<file path="config.mk">
export PLATFORM = sky130hd
export DESIGN_NAME = mem_sync_ctrl
export DESIGN_NICKNAME = d
export VERILOG_FILES = /design/src/rtl/mem_sync_ctrl.sv
export SDC_FILE = /design/constraint.sdc
export NUM_CORES = 1
export LEC_CHECK = 0
export CAP_MARGIN = 40
export CELL_PAD_IN_SITES_DETAIL_PLACEMENT = 0
export CELL_PAD_IN_SITES_GLOBAL_PLACEMENT = 1
export CORE_MARGIN = 2
export CORE_UTILIZATION = 48
export DETAILED_ROUTE_END_ITERATION = 10
export GPL_ROUTABILITY_DRIVEN = 0
export GPL_TIMING_DRIVEN = 0
export HOLD_SLACK_MARGIN = 0.05
export PLACE_DENSITY = 0.8
export SLEW_MARGIN = 30
export SYNTH_ARGS = -nofsm -noshare
export SYNTH_HDL_FRONTEND = slang
export SYNTH_SLANG_ARGS = --single-unit
</file>
<file path="constraint.sdc">
create_clock -name clk -period 2.6 [get_ports clk]
set_input_delay 0.52 -clock clk [delete_from_list [all_inputs] [get_ports clk]]
set_output_delay 0.52 -clock clk [all_outputs]
set_load 0.05 [all_outputs]
</file>
<file path="src/rtl/mem_sync_ctrl.sv">
// mem_sync_ctrl: unified instruction/data memory with a registered read path,
// ready/valid request handshake, programmable wait states, a hardware clear
// sequence after reset and address-range error reporting.
module mem_sync_ctrl #(
  parameter int WORD        = 8,
  parameter int LENGTH      = 32,
  parameter int ADDRESSL    = 5,
  parameter int WAIT_CYCLES = 2
) (
  input  logic                clk,
  input  logic                rst,
  input  logic [ADDRESSL-1:0] address,
  input  logic [WORD-1:0]     writeData,
  input  logic                memRead,
  input  logic                memWrite,
  output logic                ready,
  output logic [WORD-1:0]     readData,
  output logic                dataValid,
  output logic                rangeErr
);

  localparam int                 CNTW     = (WAIT_CYCLES > 0) ? $clog2(WAIT_CYCLES + 1) : 1;
  localparam logic [CNTW-1:0]    CNT_LOAD = CNTW'(WAIT_CYCLES);
  localparam logic [ADDRESSL:0]  LEN_EXT  = (ADDRESSL + 1)'(LENGTH);
  localparam logic [ADDRESSL-1:0] LAST_IDX = ADDRESSL'(LENGTH - 1);

  typedef enum logic [1:0] {
    S_CLEAR,
    S_IDLE,
    S_WAIT,
    S_DONE
  } state_t;

  state_t              state_q, state_d;
  logic [ADDRESSL-1:0] idx_q, idx_d;
  logic [CNTW-1:0]     cnt_q, cnt_d;
  logic [ADDRESSL-1:0] addr_q, addr_d;
  logic [WORD-1:0]     wdata_q, wdata_d;
  logic                rd_q, rd_d;
  logic                wr_q, wr_d;
  logic [WORD-1:0]     rdata_q, rdata_d;
  logic                err_q, err_d;

  logic [WORD-1:0]     mem_q [LENGTH];
  logic                mem_we;
  logic [ADDRESSL-1:0] mem_waddr;
  logic [WORD-1:0]     mem_wdata;
  logic                in_range;

  // Latched address is checked with one extra bit so LENGTH == 2**ADDRESSL works.
  assign in_range = ({1'b0, addr_q} < LEN_EXT);

  // Next-state logic: clear sweep, request accept, wait countdown, access.
  always_comb begin
    state_d   = state_q;
    idx_d     = idx_q;
    cnt_d     = cnt_q;
    addr_d    = addr_q;
    wdata_d   = wdata_q;
    rd_d      = rd_q;
    wr_d      = wr_q;
    rdata_d   = rdata_q;
    err_d     = err_q;
    mem_we    = 1'b0;
    mem_waddr = idx_q;
    mem_wdata = '0;
    case (state_q)
      S_CLEAR: begin
        mem_we    = 1'b1;
        mem_waddr = idx_q;
        mem_wdata = '0;
        if (idx_q == LAST_IDX) begin
          idx_d   = '0;
          state_d = S_IDLE;
        end else begin
          idx_d = idx_q + 1'b1;
        end
      end
      S_IDLE: begin
        if (memRead || memWrite) begin
          addr_d  = address;
          wdata_d = writeData;
          rd_d    = memRead;
          wr_d    = memWrite;
          cnt_d   = CNT_LOAD;
          state_d = S_WAIT;
        end
      end
      S_WAIT: begin
        if (cnt_q != '0) begin
          cnt_d = cnt_q - 1'b1;
        end else begin
          // Read samples the old contents on the same edge the write lands,
          // giving read-before-write for combined requests.
          err_d = !in_range;
          if (rd_q) begin
            rdata_d = in_range ? mem_q[addr_q] : '0;
          end
          if (wr_q && in_range) begin
            mem_we    = 1'b1;
            mem_waddr = addr_q;
            mem_wdata = wdata_q;
          end
          state_d = S_DONE;
        end
      end
      S_DONE: begin
        state_d = S_IDLE;
      end
      default: begin
        state_d = S_CLEAR;
      end
    endcase
  end

  // Control and datapath registers; reset aborts any access and restarts the clear.
  always_ff @(posedge clk or posedge rst) begin
    if (rst) begin
      state_q <= S_CLEAR;
      idx_q   <= '0;
      cnt_q   <= '0;
      addr_q  <= '0;
      wdata_q <= '0;
      rd_q    <= 1'b0;
      wr_q    <= 1'b0;
      rdata_q <= '0;
      err_q   <= 1'b0;
    end else begin
      state_q <= state_d;
      idx_q   <= idx_d;
      cnt_q   <= cnt_d;
      addr_q  <= addr_d;
      wdata_q <= wdata_d;
      rd_q    <= rd_d;
      wr_q    <= wr_d;
      rdata_q <= rdata_d;
      err_q   <= err_d;
    end
  end

  // Storage array: contents are initialised by the clear sweep, not by reset.
  always_ff @(posedge clk) begin
    if (mem_we) begin
      mem_q[mem_waddr] <= mem_wdata;
    end
  end

  assign ready     = (state_q == S_IDLE);
  assign dataValid = (state_q == S_DONE);
  assign rangeErr  = (state_q == S_DONE) && err_q;
  assign readData  = rdata_q;

endmodule

</file>
==> flow_summary.ini, run 1 <==
[setup_path]
required_ns = 2.80
endpoint_kind = flip-flop
crit_type = reg -> reg
r2r-end = mem_q[2][2]$_DFFE_PP_
start_kind = flip-flop
worst_ep_arrival_time_ns = 2.68
r2r_cells = 7
r2r-start = state_q[0]$_DFFE_PP0P_
r2r_slack_ns = 0.12
crit_fanout = 8

[sta]
min_period_ns = 2.477
fin_tns_setup_ns = 0
max_freq_mhz = 403.7
max_slew_margin_pct = 48.78
post-route-period-util_pct = 95.28
finClkSkew_ns = 0.02728
final_hold_viol_count = 0
setup_viol = 0
worst_slack_ns = 0.1228
drv_slew = 0
worst_pin_slew_ns = 0.7683

[floorplanning]
io_pins = 28
coreArea_um2 = 24180
start_util_pct = 48.51
fp.dieH_um = 160.3
die_area_um2 = 25700
fp-row-count = 57
fp.dieW_um = 160.3

[yosys]
yosys.cell_types.count = 38
synth_top_family_by_area = multiplexers
muxShareOfSynthArea_pct = 12.90
synth_edf_count = 256
async_flop_share_pct = 11.11
synth_warnings = 0
syn_avg_cell_area_um2 = 16.63
ys_top_cells_by_area = edfxtp_1 (66%), mux2i_1 (11%), dfrtp_1 (6.8%)
synthFlopType = edfxtp_1
synth_top_cell_area_share_pct = 65.55
ys_ff_latch = 288
syn_inst = 705
synthXorXnorAreaFrac_pct = 0
syn-num-nets = 732
netlist_area_um2 = 11730
synthSimpleGateAreaFrac_pct = 4.012
yosysTopAreaCell = edfxtp_1
ys_seq_area_share_pct = 72.38
synthAdderAreaFrac_pct = 1.067
synth_compound_area_share_pct = 7.298

[place]
pre_cts_ws_ns = -0.3511
dpl.hpwl_mm = 17.01
post_dp_cell_area_um2 = 12440
portBuffers = 26

[power_and_ir_drop]
power_leakage_nw = 4.490
peakVddDrop_uv = 623.8
p_total_w = 0.01380
p_per_area_nw_per_um2 = 1005

[clock_network]
htree_levels = 1
clock_sinks = 288
clkTransAtPathRegs_ns = 0.06
cts_tree = built
cts.root.buffer_cell = clkbuf_16
cts-buffers-inserted = 28
cts.path.max_buffers = 3
hold_buffers = 0
worstSkewPairLatency_ns = 0.55

[finish]
diodes = 0
stdcell_area_um2 = 13730
multi_input_area_um2 = 3269
area_growth_pct = 17.09
final_util_pct = 56.80
drive_gt1_share_pct = 18.66
final-seq-area_um2 = 8488
nets = 799
n_fill_cell = 1788

[global_route]
grt.overflow.total = 0
grt_pass1_vias = 6581
antenna_found_initial = 0
grt_max_degree = 33
grt_pass1_wl_mm = 38.59
grtUsageTotal_pct = 19.98

[routing]
via_per_inst = 5.750
detail-route-antenna-nets = 0
wirelength_mm = 25.57
vias = 6423
route.detailed.drc = 0
routedWlPerCell_um = 22.89
dr.pass1.iters = 5
drt-initial-drc-count = 491

[worst_hold_path]
hold_class = in -> async

[job]
cap_viol_max_count = 0

[run_status]
status = complete, no violations
[registers in the layout (all words and copies together) (netlist names), 2 cells and up]
signal and cells:
addr_q 5, idx_q 5, mem_q 256, cnt_q 2, state_q 2, wdata_q 8
readData 8
[layer usage]
metal | vias up | global-route usage, % | wire length (um)
met5 | - | 0 | 0
met4 | 0 | 5.364 | 528
met3 | 40 | 3.151 | 1710
met2 | 232 | 33.88 | 12670
met1 | 3252 | 27.19 | 10660
li1 | 2899 | - | -
[placed cells by master, fill, tap and decap left out, types with 7 or more instances in the layout]
| cell type | n |
|---|---|
| a21oi_1 | 18 |
| a221oi_1 | 13 |
| a22o_1 | 17 |
| a22oi_1 | 32 |
| and2_2 | 7 |
| buf_12 | 9 |
| buf_2 | 9 |
| buf_4 | 9 |
| buf_6 | 7 |
| clkbuf_1 | 20 |
| clkbuf_16 | 28 |
| clkdlybuf4s50_1 | 25 |
| dfrtp_1 | 32 |
| edfxtp_1 | 256 |
| ha_1 | 10 |
| mux2_2 | 17 |
| mux2i_1 | 129 |
| nand2_1 | 25 |
| nor2_1 | 7 |
| nor2_4 | 32 |
| o22ai_1 | 8 |
[through the flow]
step / hold slack (ns) / instances
final: 0.4187 / 1117
after global routing: 0.4866 / 1117
after floorplan: 0.4463 / 705
after CTS: 0.4228 / 1113
after detailed placement: 0.4894 / 1059
after global placement: 0.4787 / 1055
[where the power goes]
group	switching (W)	total, W	internal, W	leakage, nW
Combinational	0.00270	0.00436	0.00166	1.68
Sequential	0.000309	0.00572	0.00541	2.40
Clock	0.00159	0.00372	0.00212	0.409
[synth_stat cells (all sizes together) (6+ instances only)]
library cell and count:
a221oi 16, nor2 39, o41ai 8, mux2i 132, buf 28, edfxtp 256, dfrtp 32, o21ai 9
clkbuf 9, a21oi 18, o22ai 8, nand3 6, nand2 28, a22o 17, mux2 17, a22oi 32
ha 10, and2 9
[layout make-up]
class                           instances  share of cell area [%]
Buffer                                 35                   1.786
Clock buffer                           42                   5.558
Clock inverter                          9                  0.5923
Inverter                                5                  0.1367
Multi-Input combinational cell        375                   23.81
Sequential cell                       288                   61.81
Tap cell                              324                   2.952
Timing Repair Buffer                   39                   3.353
[worst max-delay path: stages, from the launching register on]
cell and delay [ns]:
dfrtp_1 0.43, inv_1 0.12, ha_1 0.25, nand3_2 0.23
nor3b_1 0.34, o21ai_2 0.24, buf_4 0.26, nor2_4 0.26
[how the worst max path moves through the flow]
| stage | start | endpoint | slack, ns |
|---|---|---|---|
| after floorplan | state_q[0]$_DFFE_PP0P_ | mem_q[6][0]$_DFFE_PP_ | 0.20 |
| after global placement | state_q[0]$_DFFE_PP0P_ | mem_q[29][1]$_DFFE_PP_ | -0.20 |
| after detailed placement | state_q[0]$_DFFE_PP0P_ | mem_q[5][0]$_DFFE_PP_ | -0.35 |
| after CTS | state_q[0]$_DFFE_PP0P_ | mem_q[25][7]$_DFFE_PP_ | -0.14 |
| after global routing | state_q[0]$_DFFE_PP0P_ | mem_q[29][4]$_DFFE_PP_ | -0.01 |
| final | state_q[0]$_DFFE_PP0P_ | mem_q[2][2]$_DFFE_PP_ | 0.12 |
[kinds of logic (layout without fill, tap and decap cells)]
| family | Yosys count | count (layout) |
|---|---|---|
| AO/OA/AOI/OAI | 112 | 112 |
| adder cells (fa/ha/maj) | 10 | 10 |
| buffers and inverters | 42 | 130 |
| flip-flops | 288 | 288 |
| multiplexers | 149 | 149 |
| other | 1 | 1 |
| AND/OR/NAND/NOR | 103 | 103 |
[repair_timing]
action                                 CTS  global route
gates resized for setup                 60            19
pin swaps                                5             8
setup buffers                            4             5
cloned                                   0             0
endpoints found under the hold margin    0             0
setup endpoints to repair              257           256
Note: power is estimated with default switching activity, not from simulation.
==> inputs of run 2 (changes only) <==
--- a/config.mk
+++ b/config.mk
@@ -9,8 +9,9 @@
 export CELL_PAD_IN_SITES_DETAIL_PLACEMENT = 0
 export CELL_PAD_IN_SITES_GLOBAL_PLACEMENT = 1
 export CORE_MARGIN = 2
-export CORE_UTILIZATION = 48
+export CORE_UTILIZATION = 49
 export DETAILED_ROUTE_END_ITERATION = 10
+export DONT_BUFFER_PORTS = 1
 export GPL_ROUTABILITY_DRIVEN = 0
 export GPL_TIMING_DRIVEN = 0
 export HOLD_SLACK_MARGIN = 0.05
==> run 2 against run 1 <==
Via count decreased by 1.4%. Register-to-register slack got worse by 0.07 ns. Core utilization increased by 0.45 points. Combinational power decreased by 9.9%. Die area decreased by 2.0%. Clock power increased by 5.9%. Largest cell class unchanged.
==> flow_summary.ini, run 2 (synthesized netlist as in run 1, its figures left out) <==
[run_status]
status = complete, no violations

[sta]
fin_tns_setup_ns = 0
worst_slack_ns = 0.05052
post-route-period-util_pct = 98.06
setup_viol = 0
finClkSkew_ns = 0.01390
max_freq_mhz = 392.2
grt_setup_unrepaired = true
final_hold_viol_count = 0
worst_pin_slew_ns = 0.8087
min_period_ns = 2.549
max_slew_margin_pct = 46.09
drv_slew = 0
holdWs_ns = 0.09744

[finish]
final_util_pct = 57.24
drive_gt1_share_pct = 19.53
n_fill_cell = 1706
mostFrequentLayoutCell = edfxtp_1
area_growth_pct = 14.57
largest_reg_flops = 256
diodes = 0
nets = 770
largest-register = mem_q
mostFrequentLayoutCells = edfxtp_1 (256), mux2i_1 (130), a22oi_1 (32), dfrtp_1 (32), clkbuf_16 (30)

[clock_network]
cts.root.buffer_cell = clkbuf_16
cts_tree = built
htree_levels = 1
clkTransAtPathRegs_ns = 0.06
cts.path.max_buffers = 3
worstSkewPairLatency_ns = 0.54
cts-buffers-inserted = 28
clock_sinks = 288

[floorplanning]
fp.dieW_um = 158.7
start_util_pct = 49.96
io_pins = 28
fp.dieH_um = 158.7
fp-row-count = 56
die_area_um2 = 25190
coreArea_um2 = 23470

[place]
dpl.hpwl_mm = 16.63
pre_cts_ws_ns = -0.2990
portBuffers = 0

[global_route]
grt_max_degree = 33
grt_pass1_vias = 6490
grtUsageTotal_pct = 19.57
antenna_found_initial = 0
grt_pass1_wl_mm = 37.38
grt.overflow.total = 0

[setup_path]
cpPeakStageDelay_ns = 0.45
endpoint_kind = flip-flop
path_buf_inv = 1
critPathTopFamily = simple AND/OR/NAND/NOR gates
crit_fanout = 8
required_ns = 2.79
cpMaxStageDelayCell = mux2i_2
crit_type = reg -> reg
worst_ep_arrival_time_ns = 2.74
start_kind = flip-flop
path_cells = inv_1, ha_1, nand3_1, mux2i_2, nand2_1, nor2_2

[worst_hold_path]
hold_class = in -> reg

[power_and_ir_drop]
power_leakage_nw = 4.398
combPwrFrac_pct = 28.5
power.switching_w = 0.004533
p_sw_share_pct = 32.90
p_per_area_nw_per_um2 = 1025
p_int_w = 0.009244
pwr-share-clk_pct = 28.6
seqPwrFrac_pct = 42.9
peakVddDrop_uv = 755.9

[job]
cap_viol_max_count = 0

[routing]
route.detailed.drc = 0
drt-initial-drc-count = 596
detail-route-antenna-nets = 0
routedWlPerCell_um = 23.25
via_per_inst = 5.853
dr.pass1.iters = 5
vias = 6333
wirelength_mm = 25.16
[run 2: cell count changes in the layout (fill, tap and decap cells not counted), sizes merged]
| cell | delta |
|---|---|
| clkbuf | +1 |
| clkdlybuf4s50 | -25 |
| dlygate4sd2 | -1 |
| clkinv | -2 |
| dlygate4sd3 | +1 |
| buf | -4 |
[run 2: worst reg2reg max path, delay by kind of cell (launching register included)]
kind / cells / cell delay [ns]
buffers and inverters: 1 / 0.10
muxes: 1 / 0.45
and+or+nand+nor: 3 / 0.98
DFF: 1 / 0.41
adders and majority gates: 1 / 0.25
[run 2: through the flow]
step | area, um^2 | std cells | power [W]
after global placement | 12130 | 1024 | 0.009568
after global routing | 13440 | 1082 | 0.01429
after detailed placement | 12160 | 1027 | 0.009686
final | 13440 | 1082 | 0.01378
after floorplan | 11730 | 705 | 0.008643
after CTS | 13270 | 1079 | 0.01371
[run 2: final cells by class]
cell class / instances / area [um^2] / area share, %
clock buffer: 43 / 849.6 / 6.323
sequential: 288 / 8488 / 63.17
inverter: 5 / 18.77 / 0.1397
multi-input combinational: 375 / 3241 / 24.12
tap: 319 / 399.1 / 2.970
buffer: 35 / 245.2 / 1.825
timing repair buffer: 10 / 140.1 / 1.043
clock inverter: 7 / 55.05 / 0.4097
[run 2: path summary, 6_finish.rpt]
kind                                              from                 endpoint  slack, ns  depth (start not counted)
min in group asynchronous                          rst    addr_q[0]$_DFFE_PP0P_       0.56                          2
max in group asynchronous                          rst  readData[6]$_DFFE_PP0P_       1.57                          2
worst max register to register  state_q[0]$_DFFE_PP0P_   mem_q[13][7]$_DFFE_PP_       0.05                          6
worst max-delay path            state_q[0]$_DFFE_PP0P_   mem_q[13][7]$_DFFE_PP_       0.05                          6
worst min-delay path                          memWrite         wr_q$_DFFE_PP0P_        0.1                          2
worst min register to register        rd_q$_DFFE_PP0P_         rd_q$_DFFE_PP0P_       0.50                          2
[run 2: power groups by stage]
stage                     Clock, W  Combinational (W)  Sequential, W
after global placement           0            0.00359        0.00598
final                      0.00394            0.00393        0.00591
after floorplan                  0            0.00277        0.00587
after global routing       0.00416            0.00418        0.00595
after detailed placement         0            0.00369        0.00600
after CTS                  0.00398            0.00382        0.00590
[run 2: routing by layer]
metal	part of all wire (%)	global-route usage, %
met2	49	32.85
met4	3.0	6.339
met1	41	25.77
met5	0	0
met3	7.0	3.866
[run 2: what timing repair did]
action | CTS | global route
gates cloned | 0 | 0
resized for setup | 49 | 24
buffers inserted | 2 | 4
endpoints found under the setup margin | 256 | 256
hold endpoints to repair | 32 | 0
pin swaps | 2 | 13
hold buffers | 1 | 0
